**src/rtl/tc_irq_ctrl.sv**
```systemverilog
// tc_irq_ctrl: bus decode for two timer/counters, plus an edge-latched,
// maskable interrupt controller with a single outstanding
// request / ack / end-of-interrupt handshake toward the CPU.
module tc_irq_ctrl #(
  parameter logic [31:0] TC0_BASE = 32'h0000_7F00,
  parameter logic [31:0] TC1_BASE = 32'h0000_7F10,
  parameter logic [31:0] IC_BASE  = 32'h0000_7F20
) (
  input  logic        clk,
  input  logic        reset,
  input  logic [31:0] cpu_addr,
  input  logic        cpu_we,
  input  logic [31:0] cpu_wdata,
  output logic [31:0] cpu_rdata,
  output logic [29:0] tc_addr,
  output logic [31:0] tc_wdata,
  output logic        tc0_we,
  output logic        tc1_we,
  input  logic [31:0] tc0_rdata,
  input  logic [31:0] tc1_rdata,
  input  logic        tc0_irq,
  input  logic        tc1_irq,
  input  logic        ext_irq,
  output logic [5:0]  hwint,
  output logic        irq_req,
  output logic [1:0]  irq_id,
  input  logic        irq_ack
);

  typedef enum logic [1:0] {S_IDLE, S_REQ, S_SERV} state_e;

  // A window is three words; offset 3 inside the 16-byte slot is a hole.
  function automatic logic win_hit(input logic [31:0] a, input logic [31:0] base);
    return (a[31:4] == base[31:4]) && (a[3:2] != 2'd3);
  endfunction

  state_e      state_q, state_d;
  logic [2:0]  mask_q, mask_d;
  logic [2:0]  pend_q, pend_d;
  logic [2:0]  prev_q;
  logic [1:0]  cur_id_q, cur_id_d;

  logic        hit_tc0, hit_tc1, hit_ic;
  logic        mask_wr, pend_wr, eoi_wr;
  logic [2:0]  src, rise, active, cur_oh, ack_clr;
  logic        unused_addr_lsb;

  assign unused_addr_lsb = ^cpu_addr[1:0];

  assign hit_tc0 = win_hit(cpu_addr, TC0_BASE);
  assign hit_tc1 = win_hit(cpu_addr, TC1_BASE);
  assign hit_ic  = win_hit(cpu_addr, IC_BASE);

  assign tc_addr  = cpu_addr[31:2];
  assign tc_wdata = cpu_wdata;
  assign tc0_we   = cpu_we & hit_tc0;
  assign tc1_we   = cpu_we & hit_tc1;

  assign mask_wr = cpu_we & hit_ic & (cpu_addr[3:2] == 2'd0);
  assign pend_wr = cpu_we & hit_ic & (cpu_addr[3:2] == 2'd1);
  assign eoi_wr  = cpu_we & hit_ic & (cpu_addr[3:2] == 2'd2);

  assign src    = {ext_irq, tc1_irq, tc0_irq};
  assign rise   = src & ~prev_q;
  assign active = pend_q & mask_q;
  assign cur_oh = 3'b001 << cur_id_q;

  // hwint is a pure AND of two registers: no combinational path from inputs.
  assign hwint   = {3'b000, active};
  assign irq_req = (state_q == S_REQ);
  assign irq_id  = cur_id_q;

  // Load data mux: timers pass through, own registers, else zero.
  always_comb begin
    cpu_rdata = 32'h0;
    if (hit_tc0)      cpu_rdata = tc0_rdata;
    else if (hit_tc1) cpu_rdata = tc1_rdata;
    else if (hit_ic) begin
      case (cpu_addr[3:2])
        2'd0:    cpu_rdata = {29'h0, mask_q};
        2'd1:    cpu_rdata = {29'h0, pend_q};
        2'd2:    cpu_rdata = {(state_q == S_SERV), 29'h0, cur_id_q};
        default: cpu_rdata = 32'h0;
      endcase
    end
  end

  // Handshake FSM: pick the lowest active source, hold it until ack or withdraw.
  always_comb begin
    state_d  = state_q;
    cur_id_d = cur_id_q;
    ack_clr  = 3'b000;
    case (state_q)
      S_IDLE: begin
        if (|active) begin
          state_d = S_REQ;
          if (active[0])      cur_id_d = 2'd0;
          else if (active[1]) cur_id_d = 2'd1;
          else                cur_id_d = 2'd2;
        end
      end
      S_REQ: begin
        // A source that lost its mask or pending bit is withdrawn, even if
        // an ack lands in the same cycle.
        if (~|(cur_oh & active)) begin
          state_d = S_IDLE;
        end else if (irq_ack) begin
          state_d = S_SERV;
          ack_clr = cur_oh;
        end
      end
      S_SERV: begin
        if (eoi_wr) state_d = S_IDLE;
      end
      default: state_d = S_IDLE;
    endcase
  end

  // Pending update order: W1C clear, then edge set (wins), then ack clear (wins over all).
  always_comb begin
    pend_d = pend_q;
    if (pend_wr) pend_d = pend_d & ~cpu_wdata[2:0];
    pend_d = pend_d | rise;
    pend_d = pend_d & ~ack_clr;
  end

  // Mask register write.
  always_comb begin
    mask_d = mask_q;
    if (mask_wr) mask_d = cpu_wdata[2:0];
  end

  // State registers; reset abandons any handshake in flight.
  always_ff @(posedge clk or posedge reset) begin
    if (reset) begin
      state_q  <= S_IDLE;
      mask_q   <= 3'b000;
      pend_q   <= 3'b000;
      prev_q   <= 3'b000;
      cur_id_q <= 2'd0;
    end else begin
      state_q  <= state_d;
      mask_q   <= mask_d;
      pend_q   <= pend_d;
      prev_q   <= src;
      cur_id_q <= cur_id_d;
    end
  end

endmodule

```
**config.mk**
```make
export PLATFORM = sky130hd
export DESIGN_NAME = tc_irq_ctrl
export DESIGN_NICKNAME = d
export VERILOG_FILES = /design/src/rtl/tc_irq_ctrl.sv
export SDC_FILE = /design/constraint.sdc
export NUM_CORES = 1
export LEC_CHECK = 0
export ABC_AREA = 1
export CAP_MARGIN = 0
export CELL_PAD_IN_SITES_DETAIL_PLACEMENT = 1
export CELL_PAD_IN_SITES_GLOBAL_PLACEMENT = 1
export CORE_UTILIZATION = 16
export CTS_CLUSTER_DIAMETER = 40
export DETAILED_ROUTE_END_ITERATION = 10
export PLACE_DENSITY = 0.9
export SLEW_MARGIN = 0
export SYNTH_ARGS = -nofsm -noshare
export SYNTH_HDL_FRONTEND = slang
export SYNTH_SLANG_ARGS = --single-unit
export TNS_END_PERCENT = 5
```
**constraint.sdc**
```tcl
create_clock -name clk -period 1.94 [get_ports clk]
set_input_delay 0.388 -clock clk [delete_from_list [all_inputs] [get_ports clk]]
set_output_delay 0.388 -clock clk [all_outputs]
set_load 0.02 [all_outputs]
```
==> results.sh, run 1 <==
export IMPL_core_area_mm2=0.0122
export IMPL_crit_path_start="cpu_addr[6]"
export IMPL_synth_edf_count=0
export IMPL_finalWirelength_um=10500
export IMPL_rsz0062_at_grt="yes"
export IMPL_end_kind="primary output"
export IMPL_crit_path_start_kind="input pin"
export IMPL_drive_gt1_frac=0.326
export IMPL_yosys_cell_count_top_type="nand2_1"
export IMPL_clkPwrFrac=0.322
export IMPL_p_comb_frac=0.445
export IMPL_grt_busiest_layer="met2"
export IMPL_drcViolationCount=0
export IMPL_intPower_w=0.000864
export IMPL_fp_dieW_um=115
export IMPL_slew_viol_final=0
export IMPL_synth_ff_type="dfrtp_1"
export IMPL_vias=2892
export IMPL_worstMarginPinSlew_ps=517
export IMPL_grtUsageMet3=0.0355
export IMPL_yosysUniqueCellTypes=18
export IMPL_root_buffer="clkbuf_16"
export IMPL_overflow=0
export IMPL_clk_latency_ps=250
export IMPL_setup_violations=34
export IMPL_status="finished, violations left"
export IMPL_critPathMaxFanout=7
export IMPL_min_period_ps=2280
export IMPL_n_antenna_cell=0
export IMPL_postLayoutSetupSlackWorst_ps=-337
export IMPL_power_leakage_nw=2.19
export IMPL_maxCapViolCount=0
export IMPL_syn_cell_area_mm2=0.00203
export IMPL_hold_viol_final=0
export IMPL_register_area_um2=325
export IMPL_dpl_hpwl_um=8360
export IMPL_cts_max_path_buffers=2
export IMPL_yosysWarnings=0
export IMPL_max_slew_margin=0.655
export IMPL_worstPathRequired_ps=1550
export IMPL_area_growth_pct=112
export IMPL_ir_drop_mv=0.330
export IMPL_rrSetupSlack_ps=350
export IMPL_ys_seq_area_frac=0.160
export IMPL_multi_input_area_mm2=0.00119
export IMPL_grt_max_degree=32
export IMPL_cts_sinks=13
export IMPL_start_util=0.166
export IMPL_num_fill_cells=1522
export IMPL_critical_path_arrival_ps=1890
export IMPL_violations="negative setup slack"
export IMPL_grt_pass1_vias=2936
export IMPL_die_y_um=115
export IMPL_critPathKind="in -> out"
export IMPL_die_area_mm2=0.0131
export IMPL_hold_worst_slack_ps=479
export IMPL_vias_per_cell=4.16
export IMPL_nets=663
export IMPL_rows=40
export IMPL_switching_power_w=0.000369
export IMPL_final_area_mm2=0.00430
export IMPL_met1_usage=0.140
export IMPL_drtIter0Drc=68
export IMPL_yosys_register_bits=13
export IMPL_synth_area_leader_cell="buf_4"
export IMPL_power_share_switching=0.299
export IMPL_cts_inserted_buffers=3
export IMPL_grt_usage=0.141
export IMPL_fin_crit_sh=1.17
export IMPL_grt_pass1_wl_um=14600
export IMPL_grt_met2_usage=0.287
export IMPL_reg2reg_to="irq_id[0]$_DFFE_PP0P_"
export IMPL_powerDensity_mw_per_mm2=286
export IMPL_yosys_top_cells_area="buf_4 24%, nand3_1 17%, nand2_1 17%"
export IMPL_worstReg2RegStart="pend_q[1]$_DFF_PP0_"
export IMPL_synth_async_reset_ratio=1.00
export IMPL_reg2reg_depth=11
export IMPL_gp_congestion=0.823
export IMPL_ant_nets=0
export IMPL_synth_common_cells="90 x nand2_1, 69 x nand3_1, 65 x buf_4"
export IMPL_p_seq_frac=0.233
export IMPL_post_dp_cell_area_mm2=0.00388
export IMPL_max_freq_mhz=439
export IMPL_cp_endpoint="cpu_rdata[30]"
export IMPL_antenna_found_initial=0
export IMPL_clkTransAtPathRegs_ps=40
export IMPL_htreeDepth=1
export IMPL_tns_ps=-9140
export IMPL_io_buffers=176
export IMPL_fin_skew_ps=1.08
export IMPL_pre_cts_slack_ps=-1220
export IMPL_pin_count=240
export IMPL_min_path_type="in -> async"
export IMPL_synth_top_area_frac=0.240
export IMPL_dr_pass1_iters=4
export IMPL_synth_avg_cell_area_um2=5.70
export IMPL_wire_per_inst_um=15.0
export IMPL_cts_tree="yes"
export IMPL_synth_cells=356
worst min path at each step:
| stage | to | from | slack (ps) |
|---|---|---|---|
| final | prev_q[2]$_DFF_PP0_ | reset | 480 |
| after global placement | mask_q[2]$_DFFE_PP0P_ | mask_q[2]$_DFFE_PP0P_ | 490 |
| after CTS | prev_q[0]$_DFF_PP0_ | reset | 500 |
| after floorplan | irq_id[0]$_DFFE_PP0P_ | reset | 260 |
| after detailed placement | mask_q[2]$_DFFE_PP0P_ | mask_q[2]$_DFFE_PP0P_ | 520 |
| after global routing | prev_q[2]$_DFF_PP0_ | reset | 540 |
power by group through the flow:
stage / logic, W / clock network [W] / registers (W)
6_report: 0.000549 / 0.000397 / 0.000287
5_1_grt: 0.000586 / 0.000424 / 0.000287
3_5_place_dp: 0.000544 / 0 / 0.000291
4_1_cts: 0.000537 / 0.000408 / 0.000287
2_1_floorplan: 0.000269 / 0 / 0.000304
3_3_place_gp: 0.000529 / 0 / 0.000291
stage by stage:
step	util	total power (W)	std cells
after CTS	0.325	0.00123	683
after detailed placement	0.318	0.000835	677
after global routing	0.352	0.00130	695
final	0.352	0.00123	695
after floorplan	-	0.000573	358
after global placement	0.318	0.000820	677
kinds of logic (layout without fill, tap and decap cells):
| family | count (synthesis) | after routing | synth area share |
|---|---|---|---|
| DFF | 13 | 13 | 0.160 |
| buffers and inverters | 121 | 290 | 0.348 |
| other | 1 | 3 | 0.00185 |
| and+or+nand+nor | 206 | 206 | 0.446 |
| AOI/OAI and AO/OA | 15 | 15 | 0.0444 |
area by class of cell:
class,count,share of cell area
repair buffers,242,0.541
multi-input cells,224,0.278
flip-flops and latches,13,0.0756
well taps,168,0.0488
inverters,44,0.0384
clock buffers,4,0.0183
cells in the final DEF (no fill, tap or decap):
cell	instances
a21oi_1	2
a21oi_2	3
buf_12	4
buf_2	2
buf_4	62
buf_6	34
buf_8	2
clkbuf_1	1
clkbuf_16	6
clkbuf_2	15
clkdlybuf4s15_1	1
clkdlybuf4s15_2	1
clkdlybuf4s50_1	95
clkinv_1	1
conb_1	3
dfrtp_1	13
dlygate4sd2_1	13
dlymetal6s2s_1	10
inv_1	43
nand2_1	75
nand2_2	15
nand3_1	57
nand3_2	8
nand3_4	4
nand4_1	8
nor2_1	22
nor2_2	11
nor2_4	3
nor3_1	1
nor3_2	1
nor4_4	1
o211ai_1	5
o21ai_0	3
o21ai_1	1
o31ai_1	1
what timing repair did:
item	4_1_cts	5_1_grt
buffers inserted	1	8
gates resized for setup	223	114
pin swaps	7	41
hold buffers	0	0
hold endpoints to repair	0	0
setup endpoints to repair	59	43
cloned	1	4
state kept, by name, indices dropped and copies added (netlist names):
name / count
pend_q: 3
irq_id: 2
mask_q: 3
prev_q: 3
state_q: 2
critical path, cell delays in order:
cell and delay, ps:
dlymetal6s2s_1 150, nor2_2 180, nand3_4 110, nor4_4 300
buf_6 180, buf_12 140, clkbuf_16 140, nand3_1 90
nand2_2 90, buf_6 110
metal layers:
metal  share of wire  wire [um]
met1            0.36       3800
met2            0.54       5680
met3           0.081        843
met4           0.012        128
met5               0          0
(Power assumes the default switching activity.)
==> inputs of run 2 (changes only) <==
- TNS_END_PERCENT: 5 -> 10
- clock period: 1.94 -> 2.5 ns (I/O delays scaled with it)
==> run 2 against run 1 <==
The run still ends with negative setup slack left. Via count increased by 0.76%. Die area unchanged. Routed wire length increased by 2.6%. Clock skew about the same. Clock power decreased by 24%. Cell count increased by 0.29%. Global-route usage increased by 1.5 points. Non-clock buffer count increased by 2. Critical endpoint is now tc_addr[2].
==> results.sh, run 2 (same netlist as run 1, synthesis figures left out) <==
export IMPL_overflow=0
export IMPL_htreeDepth=1
export IMPL_cts_inserted_buffers=3
export IMPL_ant_nets=0
export IMPL_setup_violations=18
export IMPL_die_y_um=115
export IMPL_final_util=0.360
export IMPL_pre_cts_slack_ps=-916
export IMPL_critPathKind="in -> out"
export IMPL_grt_max_degree=32
export IMPL_antenna_found_initial=0
export IMPL_num_fill_cells=1522
export IMPL_postLayoutSetupSlackWorst_ps=-91.0
export IMPL_violations="negative setup slack"
export IMPL_worstMarginPinSlew_ps=501
export IMPL_fin_crit_sh=1.04
export IMPL_io_buffers=176
export IMPL_wire_per_inst_um=15.4
export IMPL_fin_skew_ps=1.41
export IMPL_dpl_hpwl_um=8220
export IMPL_start_util=0.166
export IMPL_cts_max_path_buffers=2
export IMPL_max_freq_mhz=386
export IMPL_p_comb_frac=0.452
export IMPL_min_period_ps=2590
export IMPL_final_cell_mix="113 x clkdlybuf4s50_1, 72 x nand2_1, 66 x buf_4"
export IMPL_drtIter0Drc=52
export IMPL_worstPathRequired_ps=2000
export IMPL_switching_power_w=0.000289
export IMPL_slew_viol_final=0
export IMPL_drcViolationCount=0
export IMPL_dr_pass1_iters=4
export IMPL_core_area_mm2=0.0122
export IMPL_layout_cells_most_common="clkdlybuf4s50_1"
export IMPL_powerDensity_mw_per_mm2=220
export IMPL_power_leakage_nw=2.12
export IMPL_vias=2914
export IMPL_clk_latency_ps=240
export IMPL_critPathMaxFanout=31
export IMPL_nets=665
export IMPL_pin_count=240
export IMPL_area_growth_pct=117
export IMPL_crit_path_start_kind="input pin"
export IMPL_power_share_switching=0.298
export IMPL_clkTransAtPathRegs_ps=40
export IMPL_min_path_type="reg -> reg"
export IMPL_gp_congestion=0.852
export IMPL_largest_registers="mask_q x3, pend_q x3, prev_q x3"
export IMPL_end_kind="primary output"
export IMPL_finalWirelength_um=10700
export IMPL_die_area_mm2=0.0131
export IMPL_tns_ps=-903
export IMPL_critical_path_arrival_ps=2090
export IMPL_grt_pass1_vias=3120
export IMPL_p_seq_frac=0.237
export IMPL_drive_gt1_frac=0.367
export IMPL_cts_tree="yes"
export IMPL_grt_pass1_wl_um=16000
export IMPL_rows=40
export IMPL_hold_viol_final=0
export IMPL_vias_per_cell=4.18
export IMPL_multi_input_area_mm2=0.00126
export IMPL_n_antenna_cell=0
export IMPL_status="finished, violations left"
export IMPL_root_buffer="clkbuf_16"
export IMPL_rsz0062_at_grt="yes"
export IMPL_clkPwrFrac=0.311
export IMPL_grt_usage=0.156
export IMPL_register_area_um2=325
export IMPL_ir_drop_mv=0.297
export IMPL_maxCapViolCount=0
export IMPL_cts_sinks=13
export IMPL_intPower_w=0.000681
export IMPL_fp_dieW_um=115
export IMPL_max_slew_margin=0.665
run 2: changes by cell type in the layout (fill, tap and decap cells not counted), moves of 4 or more:
cell / previous run / this run
nand3_1: 57 / 51
nand3_2: 8 / 14
buf_4: 62 / 66
inv_1: 43 / 37
nor2_2: 11 / 6
inv_2: 0 / 6
clkdlybuf4s50_1: 95 / 113
nor2_4: 3 / 7
clkbuf_2: 15 / 3
dlygate4sd2_1: 13 / 1
dlymetal6s2s_1: 10 / 0
buf_2: 2 / 14
run 2: worst max-delay path: stages:
cell             delay [ps]
clkdlybuf4s50_1         490
buf_4                   390
clkdlybuf4s50_1         700
run 2: layer usage:
layer  wire, um  share of wire  vias to the layer above  track usage
li1           -              -                     1411            -
met5          0              0                        -            0
met3        777          0.072                       18       0.0328
met1       3820           0.36                     1363        0.153
met4        219          0.020                        0       0.0398
met2       5910           0.55                      122        0.325
run 2: repair_timing:
item | 4_1_cts | 5_1_grt
buffers inserted | 31 | 2
hold buffers | 0 | 0
endpoints found under the setup margin | 35 | 38
hold endpoints to repair | 0 | 0
pin swaps | 36 | 33
resized for setup | 328 | 65
cloned | 4 | 0
run 2: area by class of cell:
class,instances,area share
flip-flops and latches,13,0.0739
inverters,44,0.0375
clock buffers,4,0.0179
well taps,168,0.0478
multi-input cells,224,0.286
repair buffers,244,0.537
run 2: worst paths after layout:
path / startpoint / end / slack [ps] / cells past startpoint
min in group asynchronous: reset / prev_q[2]$_DFF_PP0_ / 590 / 2
max in group asynchronous: reset / state_q[1]$_DFFE_PP0P_ / 1570 / 2
setup reg to reg: irq_id[0]$_DFFE_PP0P_ / irq_id[0]$_DFFE_PP0P_ / 910 / 9
hold / removal: mask_q[2]$_DFFE_PP0P_ / mask_q[2]$_DFFE_PP0P_ / 520 / 2
hold reg to reg: mask_q[2]$_DFFE_PP0P_ / mask_q[2]$_DFFE_PP0P_ / 520 / 2
setup / recovery: cpu_addr[4] / tc_addr[2] / -90 / 3
run 2: power groups by stage:
stage / Sequential (W) / Combinational (W) / Clock, W
3_5_place_dp: 0.000233 / 0.000402 / 0
3_3_place_gp: 0.000232 / 0.000389 / 0
6_report: 0.000230 / 0.000438 / 0.000302
2_1_floorplan: 0.000236 / 0.000209 / 0
5_1_grt: 0.000231 / 0.000467 / 0.000317
4_1_cts: 0.000230 / 0.000422 / 0.000307
run 2: through the flow:
step | instances | cell area, um2 | hold slack, ps | power (W)
after global placement | 656 | 3710 | 489 | 0.000621
after detailed placement | 656 | 3710 | 517 | 0.000635
after global routing | 697 | 4400 | 566 | 0.00102
final | 697 | 4400 | 520 | 0.000970
after CTS | 695 | 4220 | 530 | 0.000959
after floorplan | 358 | 2040 | 377 | 0.000444
